$ cat config.mk
export PLATFORM = sky130hd
export DESIGN_NAME = data_access_unit
export DESIGN_NICKNAME = d
export VERILOG_FILES = /design/src/rtl/data_access_pkg.sv /design/src/rtl/byte_lane_unit.sv /design/src/rtl/data_access_unit.sv
export SDC_FILE = /design/constraint.sdc
export NUM_CORES = 1
export LEC_CHECK = 0
export BUFFER_PORTS_ARGS = -buffer_cell sky130_fd_sc_hd__buf_2
export CAP_MARGIN = 20
export CELL_PAD_IN_SITES_DETAIL_PLACEMENT = 1
export CELL_PAD_IN_SITES_GLOBAL_PLACEMENT = 1
export CORE_UTILIZATION = 41
export DETAILED_ROUTE_END_ITERATION = 10
export GPL_TIMING_DRIVEN = 0
export PLACE_DENSITY_LB_ADDON = 0.1
export REMOVE_ABC_BUFFERS = 1
export SLEW_MARGIN = 30
export SYNTH_ARGS = -nofsm -noshare
export SYNTH_HDL_FRONTEND = slang
export SYNTH_SLANG_ARGS = --single-unit
$ cat constraint.sdc
create_clock -name clk -period 4.3 [get_ports clk]
set_clock_uncertainty 0.05 [all_clocks]
set_input_delay 0.86 -clock clk [delete_from_list [all_inputs] [get_ports clk]]
set_output_delay 0.86 -clock clk [all_outputs]
set_load 0.02 [all_outputs]
$ cat src/rtl/data_access_pkg.sv
// Shared types for the data access unit: access sizes, FSM states and the alignment rule.
package data_access_pkg;

   typedef enum logic [1:0] {
      SIZE_BYTE = 2'b00,
      SIZE_HALF = 2'b01,
      SIZE_WORD = 2'b10,
      SIZE_RSVD = 2'b11
   } size_t;

   typedef enum logic [1:0] {
      IDLE = 2'b00,
      RD   = 2'b01,
      WR   = 2'b10,
      RESP = 2'b11
   } state_t;

   // True when the access must be rejected without a memory cycle.
   function automatic logic access_err(input size_t size, input logic [1:0] off);
      logic err;
      unique case (size)
         SIZE_BYTE: err = 1'b0;
         SIZE_HALF: err = off[0];
         SIZE_WORD: err = (off != 2'b00);
         default:   err = 1'b1;
      endcase
      return err;
   endfunction

endpackage

$ cat src/rtl/byte_lane_unit.sv
// Combinational lane steering: extracts/extends load lanes and merges sub-word store data.
module byte_lane_unit
   import data_access_pkg::*;
#(
   parameter bit BIG_ENDIAN = 1'b0
) (
   input  logic [31:0] word,
   input  logic [1:0]  addr,
   input  size_t       size,
   input  logic        sign_ext,
   input  logic [31:0] wdata,
   output logic [31:0] load_val,
   output logic [31:0] store_word
);

   logic [1:0]  byte_lane;
   logic        half_lane;
   logic [4:0]  byte_pos;
   logic [4:0]  half_pos;
   logic [7:0]  byte_val;
   logic [15:0] half_val;

   // Physical lane number, lane 0 being bits [7:0]; big-endian mirrors the address.
   assign byte_lane = BIG_ENDIAN ? ~addr : addr;
   assign half_lane = BIG_ENDIAN ? ~addr[1] : addr[1];
   assign byte_pos  = {byte_lane, 3'b000};
   assign half_pos  = {half_lane, 4'b0000};

   assign byte_val = word[byte_pos +: 8];
   assign half_val = word[half_pos +: 16];

   always_comb begin
      load_val = word;
      unique case (size)
         SIZE_BYTE: load_val = {{24{sign_ext & byte_val[7]}}, byte_val};
         SIZE_HALF: load_val = {{16{sign_ext & half_val[15]}}, half_val};
         default:   load_val = word;
      endcase
   end

   always_comb begin
      store_word = word;
      unique case (size)
         SIZE_BYTE: store_word[byte_pos +: 8]  = wdata[7:0];
         SIZE_HALF: store_word[half_pos +: 16] = wdata[15:0];
         default:   store_word = wdata;
      endcase
   end

endmodule

$ cat src/rtl/data_access_unit.sv
// CPU data access unit: turns byte/half/word loads and stores into word accesses on a
// byte-enable-less memory port, using read-modify-write for sub-word stores.
module data_access_unit
   import data_access_pkg::*;
#(
   parameter bit BIG_ENDIAN = 1'b0
) (
   input  logic        clk,
   input  logic        reset_n,
   input  logic        cpu_req,
   input  logic        cpu_write,
   input  size_t       cpu_size,
   input  logic        cpu_signed,
   input  logic [31:0] cpu_addr,
   input  logic [31:0] cpu_wdata,
   output logic        cpu_ready,
   output logic        cpu_done,
   output logic [31:0] cpu_rdata,
   output logic        cpu_addr_err,
   output logic [31:0] mem_addr,
   output logic [31:0] mem_din,
   output logic        mem_write,
   input  logic [31:0] mem_dout,
   input  logic        mem_busy
);

   state_t      state_q, state_d;
   logic        req_write_q;
   size_t       req_size_q;
   logic        req_signed_q;
   logic [31:0] req_addr_q;
   logic [31:0] req_wdata_q;
   logic        err_q;
   logic [31:0] rbuf_q;
   logic [31:0] rdata_q;

   logic        accept;
   logic        req_err;
   logic [31:0] load_val;
   logic [31:0] store_word;

   assign accept  = (state_q == IDLE) && cpu_req;
   assign req_err = access_err(cpu_size, cpu_addr[1:0]);

   always_comb begin
      state_d = state_q;
      unique case (state_q)
         IDLE: begin
            if (cpu_req) begin
               if (req_err) begin
                  state_d = RESP;
               end else if (cpu_write && (cpu_size == SIZE_WORD)) begin
                  state_d = WR;
               end else begin
                  state_d = RD;
               end
            end
         end
         RD: begin
            if (!mem_busy) begin
               state_d = req_write_q ? WR : RESP;
            end
         end
         WR: begin
            if (!mem_busy) begin
               state_d = RESP;
            end
         end
         RESP:    state_d = IDLE;
         default: state_d = IDLE;
      endcase
   end

   always_ff @(posedge clk or negedge reset_n) begin
      if (!reset_n) begin
         state_q <= IDLE;
      end else begin
         state_q <= state_d;
      end
   end

   // Request registers only load in IDLE, so memory sees a stable address/data all access long.
   always_ff @(posedge clk or negedge reset_n) begin
      if (!reset_n) begin
         req_write_q  <= 1'b0;
         req_size_q   <= SIZE_BYTE;
         req_signed_q <= 1'b0;
         req_addr_q   <= '0;
         req_wdata_q  <= '0;
         err_q        <= 1'b0;
      end else if (accept) begin
         req_write_q  <= cpu_write;
         req_size_q   <= cpu_size;
         req_signed_q <= cpu_signed;
         req_addr_q   <= cpu_addr;
         req_wdata_q  <= cpu_wdata;
         err_q        <= req_err;
      end
   end

   always_ff @(posedge clk or negedge reset_n) begin
      if (!reset_n) begin
         rbuf_q  <= '0;
         rdata_q <= '0;
      end else begin
         if ((state_q == RD) && !mem_busy) begin
            rbuf_q <= mem_dout;
         end
         if (state_q == RESP) begin
            rdata_q <= cpu_rdata;
         end
      end
   end

   byte_lane_unit #(
      .BIG_ENDIAN (BIG_ENDIAN)
   ) u_byte_lane_unit (
      .word       (rbuf_q),
      .addr       (req_addr_q[1:0]),
      .size       (req_size_q),
      .sign_ext   (req_signed_q),
      .wdata      (req_wdata_q),
      .load_val   (load_val),
      .store_word (store_word)
   );

   assign cpu_ready    = (state_q == IDLE);
   assign cpu_done     = (state_q == RESP);
   assign cpu_addr_err = cpu_done && err_q;
   // A successful load presents the fresh lane during RESP; everything else holds the last result.
   assign cpu_rdata    = (cpu_done && !req_write_q && !err_q) ? load_val : rdata_q;

   assign mem_addr  = {req_addr_q[31:2], 2'b00};
   assign mem_write = (state_q == WR);
   assign mem_din   = mem_write ? store_word : '0;

endmodule

# After elaboration in Yosys (flattened, before gate mapping)
# Index checks and enable logic that the tools add are counted.
dict set report op_classes {
  n_addsub 2
  n_eq_ne 9
  n_shift 6
  n_mux 14
  bitwise 2
  n_reduce_logical 14
}
# operator n
set op_table {}
lappend op_table {{32-bit case mux with 2 select lines} 2}
lappend op_table {{32-bit bitwise mux} 2}
lappend op_table {{32-bit two-way mux} 2}
lappend op_table {{16-bit by 7-bit variable shift with 32-bit output (first input constant)} 1}
lappend op_table {{8-bit by 7-bit variable shift with 32-bit output (first input constant)} 1}
lappend op_table {{16-bit by 7-bit variable part select with 32-bit output} 1}
lappend op_table {{32-bit by 6-bit variable part select with 16-bit output} 1}
lappend op_table {{32-bit by 6-bit variable part select with 8-bit output} 1}
lappend op_table {{8-bit by 7-bit variable part select with 32-bit output} 1}
lappend op_table {{5-bit negator with 7-bit output} 2}
lappend op_table {{2-bit two-way mux} 5}
lappend op_table {{2-bit case mux with 4 select lines} 1}
lappend op_table {{2-bit by 1-bit equality test with 1-bit output (second input constant)} 3}
lappend op_table {{2-bit equality test (second input constant)} 3}
lappend op_table {{1-bit logical AND} 6}
lappend op_table {{2-bit logical NOT} 3}
lappend op_table {{2-bit inequality test (second input constant)} 3}
lappend op_table {{1-bit logical NOT} 3}
lappend op_table {{1-bit case mux with 3 select lines} 1}
lappend op_table {{3-bit AND reduction} 1}
lappend op_table {{1-bit bitwise AND} 2}
lappend op_table {{2-bit nonzero test} 1}
lappend op_table {{1-bit two-way mux} 1}
dict set report totals {
  reg_bits 135
  input_bits 104
  output_inout_bits 100
  elab_cells 56
}

# Logic depth before layout (Yosys ltp)
# Gate-level depths: netlist of the first run.
dict set report depth {
  word_depth 6
  ltp_mapped 10
  depth_no_buf 5
}

# Cells and area by module
# From an unflattened synthesis of the first run, not the netlist that was laid out.
dict set report hier_totals {
  cells_unflattened 694
  hier_area_um2 7793.7
}
# mod instances cells_per_inst area_per_inst_um2 seq_area_each_um2
set by_module_without_submodules {}
lappend by_module_without_submodules {data_access_unit 1 413 6032.0 3378.2}
lappend by_module_without_submodules {byte_lane_unit 1 281 1761.7 0.0}

# Least setup slack after synthesis of the first run
# Ideal clock, no wire load.
dict set report synth_path {
  path_kind {reg2out}
  startpoint {register req_addr_q[1]}
  endpoint {output port mem_din[0]}
  t_arrival_ns 2.565
  required_time_ns 3.390
  setup_slack_ns 0.825
  stages_incl_launch_ff 10
  n_path_buf 4
  cell_sequence {dfrtp_1 buf_2 clkbuf_1 buf_2 inv_1 ha_1 nor4bb_1 buf_1 a221oi_1 a211oi_1}
}
dict set report synth_between {
  elab_chain_cells 5
  elab_cells_between_ends 10
  cone_classes {add/sub: 2; shift: 4; mux: 4}
}
# element line
set synth_rtl {}
lappend synth_rtl {{start: declaration} data_access_unit.sv:31} ;# logic [31:0] req_addr_q;
lappend synth_rtl {{start signal: assignment} data_access_unit.sv:95} ;# req_addr_q <= cpu_addr;
lappend synth_rtl {{5-bit negator with 7-bit output, on equally long branches} {byte_lane_unit.sv:45, byte_lane_unit.sv:44}}
lappend synth_rtl {{16-bit by 7-bit variable part select with 32-bit output, or another cell as far along} byte_lane_unit.sv:45} ;# SIZE_HALF: store_word[half_pos +: 16] = wdata[15:0];
lappend synth_rtl {{32-bit bitwise mux, on equally long branches} {byte_lane_unit.sv:45, byte_lane_unit.sv:44}}
lappend synth_rtl {{32-bit case mux with 2 select lines *} byte_lane_unit.sv:43} ;# unique case (size)
lappend synth_rtl {{32-bit two-way mux *} data_access_unit.sv:135} ;# assign mem_din = mem_write ? store_word : '0;
lappend synth_rtl {{end: declaration} data_access_unit.sv:21} ;# output logic [31:0] mem_din,
# Every way passes the cells marked *; elsewhere a longest branch is shown, timed or not.

# Worst setup path after layout of the first run
dict set report layout_path {
  startpoint {register req_addr_q[0]}
  endpoint {output port mem_din[7]}
}
dict set report layout_between {
  elab_chain_cells 5
  elab_cells_between_ends 6
  cone_classes {add/sub: 1; shift: 2; mux: 3}
}
# element line
set layout_rtl {}
lappend layout_rtl {{5-bit negator with 7-bit output *} byte_lane_unit.sv:44} ;# SIZE_BYTE: store_word[byte_pos +: 8] = wdata[7:0];
lappend layout_rtl {{8-bit by 7-bit variable part select with 32-bit output or 8-bit by 7-bit variable shift with 32-bit output (tied branches)} byte_lane_unit.sv:44}
lappend layout_rtl {{32-bit bitwise mux *} byte_lane_unit.sv:44}
lappend layout_rtl {{32-bit case mux with 2 select lines *} byte_lane_unit.sv:43}
lappend layout_rtl {{32-bit two-way mux *} data_access_unit.sv:135}
# Marks and branches as above.

==> flow_summary.ini, run 1 <==
[placement]
dp_hpwl_mm = 18.25
gp_congestion = 0.7971
place_ws_ps = 69.69
io_buffers = 201

[critical_path]
crit_path_max_fanout = 27
endpoint_kind = output port
slowest_delay_ps = 770
critPathKind = reg -> out
cp_cell_sequence = inv_2 -> ha_1 -> nor4bb_4 -> a221oi_1 -> a211oi_1 -> buf_2
crit_path_top_delay_cell = dfrtp_2
required_ps = 3390
cp-start-kind = register
cp.arrival_ps = 3240

[clocking]
numCtsBuffers = 17
htreeDepth = 4
cts_tree = yes
root_buffer = clkbuf_16
clock_sinks = 135
clkSlewWorstSetupHoldPaths_ps = 70
postCtsHoldBufs = 0
cts_max_path_buffers = 2
clk_latency_ps = 430

[drt]
drt_iter0_markers = 380
first_pass_iters = 5
drc = 0
vias = 6845
drtAntennaViolNets = 0
viasPerCell = 5.747
routed_wl_mm = 25.96
avgRoutedWirePerCell_um = 21.79

[logic_synthesis]
syn_area_um2 = 8011
ys.flop_type = dfrtp_1
ys_seq_area_frac = 0.4217
postSynthCellCount = 781
ys_warn_count = 0
synth-edff-count = 0
synth_cell_types = 52
async_reset_ff_frac = 1.000
ys_seq_elements = 135
avgSynthCellArea_um2 = 10.26

[layout]
mostFrequentLayoutCell = buf_2
ff_latch_area_um2 = 3388
n_antenna_cell = 0
mostFrequentLayoutCells = buf_2, dfrtp_1, mux2_2
fin_nets = 1031
multi_input_area_um2 = 4016
n_fill_cell = 2155
drive_above_1_share = 0.3781
synthToLayoutAreaGrowth_pct = 20.46

[power]
p_sw_mw = 4.117
power_density_nw_per_um2 = 895.3
p_leak_nw = 4.331
p_total_mw = 8.640
swShare = 0.4766
power_frac_clock = 0.168
p_int_mw = 4.522
ir_worst_vdd_v = 0.0004266
combPwrFrac = 0.522
power_frac_seq = 0.309

[floorplan]
die_area_um2 = 20100
ios = 204
num_rows = 50
die_h_um = 141.8
coreArea_um2 = 18960
die_width_um = 141.8
start_util = 0.4226

[job]
maxCapViolations = 0

[grt]
grt_pass1_wl_mm = 40.72
grt_usage = 0.2681
grt-ovfl-total = 0
grt_pass1_vias = 7361
grt_max_degree = 76
antenna_found_initial = 0

[timing]
worst_pin_slew_ps = 852.3
max_slew_margin = 0.4318
slew_violations = 0
max_freq_mhz = 241.0
finalCriticalPeriod_ps = 4149
rsz0062_at_grt = false
hold_viol_final = 0
fin_crit_sh = 0.9649
final-setup-viol-count = 0
setup_slack_ps = 150.7

[min_path]
hold_path.class = in -> async

[run_status]
status = finished clean
[synthesized netlist by cell type, types with 9 or more instances]
cell | count | area [um^2]
buf_4 | 38 | 285.3
ha_1 | 9 | 112.6
a41oi_1 | 10 | 87.58
nand3b_1 | 15 | 112.6
o21ai_1 | 17 | 85.08
buf_2 | 22 | 110.1
a21oi_1 | 16 | 80.08
mux2_2 | 90 | 1013
dfrtp_1 | 135 | 3378
inv_1 | 23 | 86.33
and2_1 | 26 | 162.7
o22ai_1 | 24 | 150.1
buf_1 | 13 | 48.80
a221oi_1 | 10 | 87.58
nor2_1 | 13 | 48.80
o21ai_0 | 46 | 230.2
o211ai_1 | 33 | 247.7
a22o_1 | 16 | 140.1
mux2i_1 | 46 | 460.4
clkbuf_1 | 22 | 82.58
nor2b_1 | 19 | 118.9
nand2_1 | 53 | 198.9
[metrics by stage]
step           hold slack (ps)  setup TNS, ps  instances    util  area [um^2]
2_1_floorplan            416.2          -1784        683       -         7443
3_3_place_gp             429.9         -65520       1144  0.4629         8775
3_5_place_dp             438.7              0       1159  0.4781         9062
4_1_cts                  375.4              0       1191  0.5091         9651
5_1_grt                  384.0              0       1191  0.5091         9651
6_report                 356.9              0       1191  0.5091         9651
[routing by layer]
layer / up-vias / GRT usage / share of wire
met3: 31 / 0.06716 / 0.062
met5: - / 0 / 0
met2: 250 / 0.4703 / 0.51
li1: 3112 / - / -
met4: 0 / 0.08376 / 0.017
met1: 3452 / 0.3218 / 0.42
[registers in the layout, indices dropped and copies added (netlist names)]
name	count
req_write_q	1
err_q	1
req_signed_q	1
state_q	2
rdata_q	32
rbuf_q	32
req_size_q	2
req_addr_q	32
req_wdata_q	32
[cells by family (layout without fill, tap and decap cells)]
kind of cell	Yosys count	in the layout	share of synthesized area
simple gates	161	161	0.1115
buf+inv	123	272	0.08262
compound gates	216	216	0.1857
fa+ha+maj	9	9	0.01406
other cells	1	2	0.0004681
flops	135	135	0.4217
mux	136	136	0.1840
[what timing repair did]
action,CTS,global route
hold endpoints to repair,0,0
endpoints found under the setup margin,27,0
setup buffers,0,0
resized for setup,2,0
[path summary, 6_finish.rpt]
path / cells past startpoint / slack, ps / startpoint / to
worst max-delay path: 6 / 150 / req_addr_q[0]$_DFFE_PN0P_ / mem_din[7]
worst max register to register: 4 / 1760 / req_size_q[1]$_DFFE_PN0P_ / rdata_q[30]$_DFFE_PN0P_
worst min register to register: 1 / 450 / req_addr_q[11]$_DFFE_PN0P_ / req_addr_q[11]$_DFFE_PN0P_
min in group clk: 1 / 450 / req_addr_q[11]$_DFFE_PN0P_ / req_addr_q[11]$_DFFE_PN0P_
max in group asynchronous: 2 / 3100 / reset_n / req_addr_q[0]$_DFFE_PN0P_
worst min-delay path: 1 / 360 / reset_n / rdata_q[20]$_DFFE_PN0P_
[worst max-delay path, delay by kind of cell (launching register included)]
kind | cells | cell delay, ps
compound gates | 2 | 560
buf+inv | 2 | 490
simple gates | 1 | 560
fa+ha+maj | 1 | 410
flops | 1 | 770
[layout make-up]
cell class | instances | share of cell area
Clock buffer | 17 | 0.04408
Sequential cell | 135 | 0.3511
Inverter | 24 | 0.009335
Multi-Input combinational cell | 524 | 0.4162
Tap cell | 260 | 0.03371
Timing Repair Buffer | 216 | 0.1298
Clock inverter | 15 | 0.01582
[power groups by stage]
stage / sequential [mW] / combinational, mW / clock [mW]
6_report: 2.67 / 4.51 / 1.46
5_1_grt: 2.75 / 4.89 / 1.54
4_1_cts: 2.66 / 4.53 / 1.48
3_5_place_dp: 2.67 / 4.49 / 0
3_3_place_gp: 2.73 / 4.11 / 0
2_1_floorplan: 2.61 / 2.80 / 0
No activity file was read; power rests on OpenSTA's default activity.
==> inputs of run 2 (changes only) <==
--- a/config.mk
+++ b/config.mk
@@ -5,7 +5,7 @@
 export SDC_FILE = /design/constraint.sdc
 export NUM_CORES = 1
 export LEC_CHECK = 0
-export BUFFER_PORTS_ARGS = -buffer_cell sky130_fd_sc_hd__buf_2
+export BUFFER_PORTS_ARGS = -buffer_cell sky130_fd_sc_hd__buf_4
 export CAP_MARGIN = 20
 export CELL_PAD_IN_SITES_DETAIL_PLACEMENT = 1
 export CELL_PAD_IN_SITES_GLOBAL_PLACEMENT = 1
==> run 2 against run 1 <==
Wire length is 1.8% higher; worst setup slack worse by 21 ps; clock-buffer cell count stayed put; hold slack worse by 140 ps; sequential cell count stayed put; via count is 0.75% higher; first-iteration DRC count is 12% higher; die area stayed put.
==> flow_summary.ini, run 2 (synthesized netlist as in run 1, its figures left out) <==
[run_status]
status = finished clean

[floorplan]
coreArea_um2 = 18960
ios = 204
num_rows = 50
die_width_um = 141.8
start_util = 0.4226
die_h_um = 141.8
die_area_um2 = 20100

[clocking]
clock_sinks = 135
post_cts_buffers = 0
cts_max_path_buffers = 2
cts_tree = yes
htreeDepth = 4
post_cts_resized = 2
clk_latency_ps = 430
clkSlewWorstSetupHoldPaths_ps = 70
postCtsHoldBufs = 0
root_buffer = clkbuf_16
numCtsBuffers = 17

[job]
maxCapViolations = 0

[timing]
worst_pin_slew_ps = 879.9
slew_violations = 0
hold_ws_ps = 212.3
max_slew_margin = 0.4134
hold_viol_final = 0
fin_crit_sh = 0.9699
finalCriticalPeriod_ps = 4171
rsz0062_at_grt = false
max_freq_mhz = 239.8
final-setup-viol-count = 0

[critical_path]
crit_path_max_fanout = 27
cp.arrival_ps = 3260
crit_path_top_delay_cell = dfrtp_2
critPathKind = reg -> out
endpoint_kind = output port
path_buf_inv = 2
critPathTopFamily = flip-flops
reg2reg_slack_ps = 1900
cp-start-kind = register
required_ps = 3390
slowest_delay_ps = 740
r2r_end = rdata_q[27]$_DFFE_PN0P_
r2r_cells = 6
reg2reg_from = state_q[0]$_DFFE_PN0P_
cp_cell_sequence = inv_2 -> ha_1 -> nor4bb_4 -> a221oi_1 -> a211oi_1 -> buf_4

[drt]
viasPerCell = 5.790
routed_wl_mm = 26.43
avgRoutedWirePerCell_um = 22.19
drt_iter0_markers = 427
drtAntennaViolNets = 0
vias = 6896
drc = 0
first_pass_iters = 5

[power]
ir_worst_vdd_v = 0.0004717
p_total_mw = 9.043
p_leak_nw = 4.481
power_density_nw_per_um2 = 887.8

[placement]
gp_congestion = 0.8168
dp_hpwl_mm = 18.74
postPlaceCellArea_um2 = 9569
io_buffers = 201

[grt]
grt_pass1_vias = 7482
grt_pass1_wl_mm = 41.64
antenna_found_initial = 0
grt_max_degree = 63
grt-ovfl-total = 0
grt_usage = 0.2732

[layout]
mostFrequentLayoutCell = buf_4
mostFrequentLayoutCells = buf_4, dfrtp_1, mux2_2
final_cell_area_um2 = 10190
drive_above_1_share = 0.3781
n_antenna_cell = 0
n_fill_cell = 2091
multi_input_area_um2 = 4016
synthToLayoutAreaGrowth_pct = 27.14
ff_latch_area_um2 = 3388
fin_nets = 1031

[min_path]
hold_path.class = in -> async
## run 2: worst max path at each step
stage                                    from         end  slack [ps]  cells past startpoint
finish              req_addr_q[0]$_DFFE_PN0P_  mem_din[7]         130                      6
CTS                 req_addr_q[0]$_DFFE_PN0P_  mem_din[8]         190                      6
floorplan           req_addr_q[1]$_DFFE_PN0P_  mem_din[0]        -220                      5
global placement    req_addr_q[1]$_DFFE_PN0P_  mem_din[7]       -1280                      6
detailed placement  req_addr_q[0]$_DFFE_PN0P_  mem_din[7]          90                      6
global route        req_addr_q[0]$_DFFE_PN0P_  mem_din[7]          50                      6
## run 2: per-layer routing
layer,share of wire,global-route usage
met5,0,0
met4,0.023,0.09055
met3,0.059,0.06716
met2,0.50,0.4618
met1,0.42,0.3413
## run 2: cell type report
type / instances / share of cell area
clock buffers: 17 / 0.04176
clock inverters: 15 / 0.01781
inverters: 24 / 0.008844
multi-input cells: 524 / 0.3943
flip-flops and latches: 135 / 0.3326
well taps: 260 / 0.03194
repair buffers: 216 / 0.1727
## run 2: power by group
part	total (mW)	switching, mW	internal (mW)
Clock	1.54	0.656	0.883
Combinational	4.83	2.71	2.12
Sequential	2.68	0.776	1.90
Total	9.04	4.14	4.90
## run 2: per-stage QoR
| stage | setup TNS, ps | util | setup slack [ps] | std cells |
|---|---|---|---|---|
| floorplan | -1784 | - | -223.0 | 683 |
| global placement | -65200 | 0.4894 | -1276 | 1144 |
| detailed placement | 0 | 0.5048 | 92.13 | 1159 |
| CTS | 0 | 0.5374 | 188.2 | 1191 |
| global route | 0 | 0.5374 | 48.17 | 1191 |
| finish | 0 | 0.5374 | 129.3 | 1191 |
==> inputs of run 3 (changes only) <==
--- a/config.mk
+++ b/config.mk
@@ -9,6 +9,7 @@
 export CAP_MARGIN = 20
 export CELL_PAD_IN_SITES_DETAIL_PLACEMENT = 1
 export CELL_PAD_IN_SITES_GLOBAL_PLACEMENT = 1
+export CORE_ASPECT_RATIO = 0.5
 export CORE_UTILIZATION = 41
 export DETAILED_ROUTE_END_ITERATION = 10
 export GPL_TIMING_DRIVEN = 0
==> run 3 against run 2 <==
Clock power grew 3%; critical path type unchanged; fmax increased by 2.9%; largest power group unchanged; final area grew 0.54%; register-to-register slack worse by 300 ps; global-route usage is 0.51 points higher; sequential cell count stayed put; critical endpoint is now mem_din[5]; via count is 0.55% lower.
==> flow_summary.ini, run 3 (synthesized netlist as in run 1, its figures left out) <==
[run_status]
status = finished clean

[power]
power_density_nw_per_um2 = 895.0
p_sw_mw = 4.134
power_frac_clock = 0.174
p_int_mw = 5.031
power_frac_seq = 0.296
ir_worst_vdd_v = 0.0003505
p_leak_nw = 4.494
swShare = 0.4511
combPwrFrac = 0.531

[grt]
antenna_found_initial = 0
grt_pass1_wl_mm = 41.92
grt-ovfl-total = 0
grt_usage = 0.2783
grt_max_degree = 72
grt_pass1_vias = 7288

[floorplan]
coreArea_um2 = 18740
start_util = 0.4274
num_rows = 35
die_area_um2 = 20140
die_h_um = 100.8
die_width_um = 199.7
ios = 204

[critical_path]
cp-start-kind = register
required_ps = 3390
cp.arrival_ps = 3140
endpoint_kind = output port
crit_start = req_addr_q[1]$_DFFE_PN0P_
reg2reg_from = req_addr_q[1]$_DFFE_PN0P_
crit_path_max_fanout = 33
critPathKind = reg -> out

[layout]
synthToLayoutAreaGrowth_pct = 27.83
final_cells = 1190
mostFrequentLayoutCells = buf_4, dfrtp_1, mux2_2
ff_latch_area_um2 = 3391
n_fill_cell = 2087
fin_nets = 1031
drive_above_1_share = 0.3781
mostFrequentLayoutCell = buf_4
n_antenna_cell = 0
multi_input_area_um2 = 4028

[drt]
first_pass_iters = 5
routed_wl_mm = 27.05
drtAntennaViolNets = 0
drc = 0
vias = 6858
viasPerCell = 5.763
avgRoutedWirePerCell_um = 22.73
drt_iter0_markers = 298

[timing]
fin_crit_sh = 0.9430
max_freq_mhz = 246.6
worst_pin_slew_ps = 929.1
slew_violations = 0
tns_ps = 0
setup_slack_ps = 245.3
rsz0062_at_grt = false
final-setup-viol-count = 0
hold_viol_final = 0
finalCriticalPeriod_ps = 4055
max_slew_margin = 0.3806

[clocking]
postCtsHoldBufs = 0
htreeDepth = 4
cts_tree = yes
clk_latency_ps = 430
clkSlewWorstSetupHoldPaths_ps = 60
root_buffer = clkbuf_16
cts_max_path_buffers = 2
clock_sinks = 135
post_cts_buffers = 0
numCtsBuffers = 17

[placement]
dpl.cell_count = 1158
place_ws_ps = 335.1
dp_hpwl_mm = 18.80
io_buffers = 201
gp_congestion = 0.7637

[min_path]
hold_path.class = in -> async

[job]
maxCapViolations = 0
-- run 3: metrics by stage --
step                power, mW  instance area (um^2)  hold WS, ps    util
floorplan               5.403                  7443        416.2       -
global placement        7.228                  9276        431.1  0.4949
detailed placement      7.521                  9602        444.6  0.5123
CTS                     9.177                 10240        353.0  0.5463
global route            9.689                 10240        374.6  0.5464
finish                  9.166                 10240        326.7  0.5464
-- run 3: final timing paths --
check	to	slack [ps]	cells past startpoint
max	mem_din[5]	250	6
min	req_addr_q[10]$_DFFE_PN0P_	330	1
max reg2reg	rdata_q[28]$_DFFE_PN0P_	1600	6
min reg2reg	req_addr_q[5]$_DFFE_PN0P_	460	1
max in group asynchronous	req_wdata_q[22]$_DFFE_PN0P_	3120	2
min in group clk	req_addr_q[5]$_DFFE_PN0P_	460	1
-- run 3: area by class of cell --
cell class,instances,area share
clock inverter,15,0.01979
clock buffer,17,0.04154
multi-input combinational,524,0.3933
tap,259,0.03164
inverter,24,0.008797
timing repair buffer,216,0.1739
sequential,135,0.3311
-- run 3: routing by layer --
| layer | GRT usage | vias up | routed length [um] |
|---|---|---|---|
| met5 | 0 | - | 0 |
| met4 | 0.07281 | 0 | 346 |
| met3 | 0.08130 | 31 | 2018 |
| met2 | 0.4471 | 205 | 12440 |
| met1 | 0.3675 | 3520 | 12250 |
| li1 | - | 3102 | - |
-- run 3: what timing repair did --
| action | CTS | global route |
|---|---|---|
| gates resized for setup | 1 | 1 |
| gates cloned | 0 | 0 |
| setup endpoints to repair | 5 | 1 |
-- run 3: power groups by stage --
stage / clock [mW] / sequential (mW) / combinational (mW)
final: 1.59 / 2.71 / 4.86
after floorplan: 0 / 2.61 / 2.80
after detailed placement: 0 / 2.69 / 4.83
after global placement: 0 / 2.74 / 4.49
after CTS: 1.61 / 2.68 / 4.88
after global routing: 1.66 / 2.79 / 5.23
-- run 3: worst max-delay path, stage by stage, from the launching register on --
cell and delay, ps:
dfrtp_4 720, inv_1 170, ha_1 370, nor4bb_4 610, a221oi_1 160, a211oi_1 450
buf_4 230
